**config.mk**
```make
export PLATFORM = sky130hd
export DESIGN_NAME = fifo_rd_stream
export DESIGN_NICKNAME = d
export VERILOG_FILES = /design/src/rtl/fifo_pkg.sv /design/src/rtl/stream_skid_buf.sv /design/src/rtl/fifo_rd_stream.sv
export SDC_FILE = /design/constraint.sdc
export NUM_CORES = 1
export LEC_CHECK = 0
export ABC_CLOCK_PERIOD_IN_PS = 3290
export CAP_MARGIN = 20
export CORE_MARGIN = 10
export CORE_UTILIZATION = 53
export CTS_BUF_LIST = sky130_fd_sc_hd__clkbuf_16
export CTS_CLUSTER_DIAMETER = 80
export DETAILED_ROUTE_END_ITERATION = 8
export GPL_ROUTABILITY_DRIVEN = 1
export GPL_TIMING_DRIVEN = 0
export PLACE_DENSITY = 0.81
export SLEW_MARGIN = 0
export SYNTH_ARGS = -nofsm -noshare
export SYNTH_HDL_FRONTEND = slang
export SYNTH_SLANG_ARGS = --single-unit
```
**constraint.sdc**
```tcl
create_clock -name r_clk -period 3.29 [get_ports r_clk]
set_clock_uncertainty 0.2 [all_clocks]
set_input_delay 0.329 -clock r_clk [delete_from_list [all_inputs] [get_ports r_clk]]
set_output_delay 0.329 -clock r_clk [all_outputs]
set_load 0.02 [all_outputs]
```
**src/rtl/fifo_pkg.sv**
```systemverilog
// Shared definitions for the async FIFO and its read-side stream consumer.
package fifo_pkg;

    localparam int FIFO_WIDTH_D = 16;

    localparam logic [1:0] ST_IDLE  = 2'd0;
    localparam logic [1:0] ST_RUN   = 2'd1;
    localparam logic [1:0] ST_DRAIN = 2'd2;

    // Pointer width that stays legal for a depth of 1.
    function automatic int ptr_w(input int depth);
        return (depth > 1) ? $clog2(depth) : 1;
    endfunction

endpackage

```
**src/rtl/stream_skid_buf.sv**
```systemverilog
// Small circular skid buffer: BUF_DEPTH words, any depth (wrap is explicit, not power-of-2).
module stream_skid_buf
    import fifo_pkg::*;
#(
    parameter int WIDTH_D   = FIFO_WIDTH_D,
    parameter int BUF_DEPTH = 3
) (
    input  logic                           clk,
    input  logic                           rst,
    input  logic                           wr_en,
    input  logic [WIDTH_D-1:0]             wr_data,
    input  logic                           rd_en,
    output logic [WIDTH_D-1:0]             rd_data,
    output logic [$clog2(BUF_DEPTH+1)-1:0] cnt
);

    localparam int PTR_W = ptr_w(BUF_DEPTH);

    logic [WIDTH_D-1:0] mem [BUF_DEPTH];
    logic [PTR_W-1:0]   wr_ptr;
    logic [PTR_W-1:0]   rd_ptr;

    function automatic logic [PTR_W-1:0] ptr_inc(input logic [PTR_W-1:0] p);
        if (p == PTR_W'(BUF_DEPTH - 1)) begin
            return '0;
        end
        return p + PTR_W'(1);
    endfunction

    always_ff @(posedge clk) begin
        if (rst) begin
            wr_ptr <= '0;
            rd_ptr <= '0;
            cnt    <= '0;
        end else begin
            if (wr_en) begin
                wr_ptr <= ptr_inc(wr_ptr);
            end
            if (rd_en) begin
                rd_ptr <= ptr_inc(rd_ptr);
            end
            case ({wr_en, rd_en})
                2'b10:   cnt <= cnt + 1'b1;
                2'b01:   cnt <= cnt - 1'b1;
                default: cnt <= cnt;
            endcase
        end
    end

    // Storage carries no reset; stale words are never visible because cnt gates validity.
    always_ff @(posedge clk) begin
        if (wr_en) begin
            mem[wr_ptr] <= wr_data;
        end
    end

    assign rd_data = mem[rd_ptr];

endmodule

```
**src/rtl/fifo_rd_stream.sv**
```systemverilog
// Read-side FIFO consumer: issues r_req, absorbs the 1-cycle RAM latency in a skid buffer,
// and presents the words as a framed valid/ready stream.
module fifo_rd_stream
    import fifo_pkg::*;
#(
    parameter int WIDTH_D   = FIFO_WIDTH_D,
    parameter int BUF_DEPTH = 3,
    parameter int PKT_LEN   = 8
) (
    input  logic               r_clk,
    input  logic               r_rst,
    input  logic               en,
    input  logic               r_empty,
    input  logic [WIDTH_D-1:0] r_data,
    output logic               r_req,
    output logic               m_valid,
    input  logic               m_ready,
    output logic [WIDTH_D-1:0] m_data,
    output logic               m_last,
    output logic               busy
);

    localparam int CNT_W  = $clog2(BUF_DEPTH + 1);
    localparam int BEAT_W = $clog2(PKT_LEN) + 1;

    logic [1:0]         state;
    logic [1:0]         state_nx;
    logic               vld_p1;
    logic [CNT_W-1:0]   cnt;
    logic [BEAT_W-1:0]  beat;
    logic [WIDTH_D-1:0] buf_data;
    logic               pop;

    // Issue only while buffered plus in-flight words leave room, so a capture always fits.
    assign r_req = (state == ST_RUN) && !r_empty && ((int'(cnt) + int'(vld_p1)) < BUF_DEPTH);

    assign m_valid = (cnt != '0);
    assign pop     = m_valid && m_ready;
    assign m_data  = m_valid ? buf_data : '0;
    assign m_last  = m_valid && (beat == BEAT_W'(PKT_LEN - 1));
    assign busy    = m_valid || vld_p1;

    always_comb begin
        state_nx = state;
        case (state)
            ST_IDLE:  if (en) state_nx = ST_RUN;
            ST_RUN:   if (!en) state_nx = ST_DRAIN;
            ST_DRAIN: begin
                if (en) begin
                    state_nx = ST_RUN;
                end else if ((cnt == '0) && !vld_p1) begin
                    state_nx = ST_IDLE;
                end
            end
            default:  state_nx = ST_IDLE;
        endcase
    end

    // Stage p1: read accepted last cycle, r_data is valid now.
    always_ff @(posedge r_clk) begin
        if (r_rst) begin
            state  <= ST_IDLE;
            vld_p1 <= 1'b0;
            beat   <= '0;
        end else begin
            state  <= state_nx;
            vld_p1 <= r_req;
            if (pop) begin
                beat <= (beat == BEAT_W'(PKT_LEN - 1)) ? '0 : beat + 1'b1;
            end
        end
    end

    always_ff @(posedge r_clk) begin
        if (!r_rst) begin
            assert ((int'(cnt) + int'(vld_p1)) <= BUF_DEPTH);
        end
    end

    stream_skid_buf #(
        .WIDTH_D   (WIDTH_D),
        .BUF_DEPTH (BUF_DEPTH)
    ) u_skid (
        .clk     (r_clk),
        .rst     (r_rst),
        .wr_en   (vld_p1),
        .wr_data (r_data),
        .rd_en   (pop),
        .rd_data (buf_data),
        .cnt     (cnt)
    );

endmodule

```
==> summary.md <==
| Metric | Value |
|---|---|
| Outcome | `completed` |
| CP Data Required Time | `2.76 ns` |
| Clock latency on the worst-skew pair | `about 0.32 ns` |
| CP Max Fanout | `6` |
| Slowest Stage Delay on Critical Path | `about 0.67 ns` |
| Delay-heaviest family, CP | `buffers and inverters` |
| Total negative setup slack | `0 ns` |
| CP Cell Sequence | `ha_1, ha_1, a2111oi_2, clkdlybuf4s50_1` |
| Level count of the clock H-tree | `3` |
| Final Cell Area | `around 0.0034 mm^2` |
| Drt pass-1 iters | `4` |
| Cell count after synthesis | `roughly 170` |
| Endpoints failing hold | `0` |
| Setup crit start | `vld_p1` |
| Post-route DRC | `0` |
| Synth warn | `0` |
| Starting Density | `54.7%` |
| Drt total wl | `4700 um` |
| HPWL Detailed | `around 3300 um` |
| DP Cell Count | `~280` |
| Total global routing overflow | `0` |
| Area of the core | `between 0.004 and 0.005 mm^2` |
| Vias post-DR | `1,504` |
| Initial antenna violation count | `0` |
| Total power | `about 1900 uW` |
| CTS buffer count | `9` |
| Vias in the first global route | `approximately 1,600` |
| Synthesized area per cell | `roughly 15 um^2` |
| Kind of critical path | `flop to output pin` |
| CTS sink count | `63` |
| Drt first-iter violations | `90` |
| Post-cts sizing count | `0` |
| Post-synthesis sequential area ratio | `between 60% and 70%` |
| CP Launch Type | `flop` |
| Number of buffers added on ports | `40` |
| Final net count | `approximately 250` |
| Worst min path class | `flop to flop` |
| First-pass GRT wire length | `slightly below 8000 um` |
| Max clock buf depth | `2` |
| Minimum clock period | `2.73 ns` |
| Fmax | `approximately 0.37 GHz` |
| Tightest Pin Transition | `approximately 0.75 ns` |
| Slew HR | `between 40 and 50%` |
| Die Ht | `~90 um` |
| Clock-pin slew on the worst setup and hold paths | `0.05 ns` |
| Area Overhead vs Synth | `30.3%` |
| Setup bufs post-CTS | `0` |
| DIE WIDTH | `between 80 and 90 um` |
| All-layer global routing usage | `about 12%` |
| Largest net degree at the start of global routing | `12` |
| Max-cap viol count | `0` |
| Hold path startpoint | `state[1]` |
| CP dominant cell by count | `ha_1` |
| Post-synthesis cell area | `0.00258 mm^2` |
| R2R Path Start | `vld_p1` |
| DP Area | `approximately 0.0031 mm^2` |
| Layout cells sized above 1 | `about 16%` |
| Synth unique cells | `34` |
| Final std cells w/o fill | `between 200 and 300` |
| Root Buffer | `clkbuf_16` |
| Yosys reg bits | `63` |
| ANT nets after route | `0` |
| TritonCTS clock tree | `done` |
| Maximum VDD drop | `356 uV` |
| Ports | `41` |
| Arrival time at the worst endpoint | `roughly 2.2 ns` |
| Static leakage | `between 0.001 and 0.0015 uW` |
| Final setup vio count | `0` |
| Die ar. | `roughly 0.0081 mm^2` |
| Power density over the cells | `about 570 mW/mm^2` |
| Syn nets | `roughly 200` |
| GP Congestion | `0.708` |
| Unrepaired setup endpoints after global routing | `no` |
| Hold buffers post-CTS | `0` |
| Slowest CP cell | `clkdlybuf4s50_1` |
| Buf/Inv on CP | `1` |
| Crit end category | `output pin` |
| Fin. max-slew vios | `0` |
| Row cnt | `25` |
| Period Utilization, post-route | `around 83%` |
| Routed length per instance | `~16 um` |
| Vias/cell | `roughly 5` |
| # diodes | `0` |
final timing paths:
check | cells past startpoint | slack (ns) | end
min | 1 | 0.25 | state[0]
min reg2reg | 1 | 0.25 | state[0]
max | 4 | 0.56 | r_req
max reg2reg | 3 | 1.39 | u_skid.mem[2][6]
final cells by class:
cell class,count,area (um^2)
flip-flops and latches,63,1740
fillers,319,1350
multi-input cells,97,779
repair buffers,43,438
clock buffers,9,225
well taps,67,83.8
plain buffers,7,55.1
clock inverters,7,27.5
inverters,5,18.8
placed cells by master, fill, tap and decap left out, drive strengths merged, types with 3 or more instances in the layout:
master,synthesis,routed
nor2,23,23
nand2,7,7
clkbuf,1,10
clkinv,0,3
or3,3,3
buf,6,9
edfxtp,48,48
clkdlybuf4s50,0,40
mux2i,16,16
mux2,17,17
a21oi,7,7
inv,5,9
dfxtp,15,15
ha,4,4
flip-flops by register name, indices dropped and copies added, names as in the netlist, named ones only:
register	count
beat	4
state	2
u_skid.cnt	2
u_skid.mem	48
u_skid.rd_ptr	2
u_skid.wr_ptr	2
vld_p1	1
cell families (layout without fill, tap and decap cells):
family / after synthesis / count (layout) / share of synthesized area (%)
AOI/OAI and AO/OA: 15 / 15 / 4.31
adders and majority gates: 4 / 4 / 1.94
DFF: 63 / 63 / 67.4
xor gates and xnor gates: 3 / 3 / 1.02
and+or+nand+nor: 42 / 42 / 7.45
muxes: 33 / 33 / 15.1
buffers and inverters: 12 / 71 / 2.86
through the flow:
step / utilization (%) / worst slack, ns / hold slack, ns
2_1_floorplan: - / 0.985 / 0.201
3_3_place_gp: 65.0 / 0.164 / 0.233
3_5_place_dp: 66.0 / 0.890 / 0.248
4_1_cts: 71.3 / 0.530 / 0.253
5_1_grt: 71.3 / 0.435 / 0.282
6_report: 71.3 / 0.565 / 0.252
cell usage after synthesis:
library cell | number | share of area [%]
edfxtp_1 | 48 | 56
nor2_1 | 22 | 3.2
mux2i_1 | 16 | 6.2
dfxtp_1 | 15 | 12
mux2_4 | 10 | 5.8
a21oi_1 | 7 | 1.4
nand2_1 | 7 | 1.0
mux2_1 | 6 | 2.6
ha_1 | 4 | 1.9
buf_6 | 3 | 1.3
inv_1 | 3 | 0.44
or3_1 | 3 | 0.73
a211oi_1 | 2 | 0.58
buf_2 | 2 | 0.39
inv_2 | 2 | 0.29
nand3b_1 | 2 | 0.58
nor3b_1 | 2 | 0.58
xor2_1 | 2 | 0.68
a2111oi_2 | 1 | 0.58
a21o_1 | 1 | 0.29
a311o_1 | 1 | 0.39
and3_1 | 1 | 0.24
buf_4 | 1 | 0.29
clkbuf_1 | 1 | 0.15
mux2_2 | 1 | 0.44
nand2b_1 | 1 | 0.24
nand3_1 | 1 | 0.19
nor2_2 | 1 | 0.24
nor2b_1 | 1 | 0.24
nor3_1 | 1 | 0.19
o211ai_1 | 1 | 0.29
o21ai_0 | 1 | 0.19
o21ai_4 | 1 | 0.63
xnor2_1 | 1 | 0.34
per-layer routing:
| layer | track usage [%] | vias up | share of wire [%] |
|---|---|---|---|
| met5 | 0 | - | 0 |
| met1 | 13.3 | 698 | 43 |
| met4 | 5.66 | 0 | 2.1 |
| li1 | - | 748 | - |
| met2 | 19.9 | 49 | 48 |
| met3 | 5.99 | 9 | 7.1 |
power breakdown:
part	leakage (uW)	internal [uW]	total (uW)	switching (uW)
combinational	0.000481	125	247	122
clock	0.000139	489	778	289
sequential	0.000554	871	880	8.84
total	0.00117	1480	1910	421
Note: power is estimated with default switching activity, not from simulation.
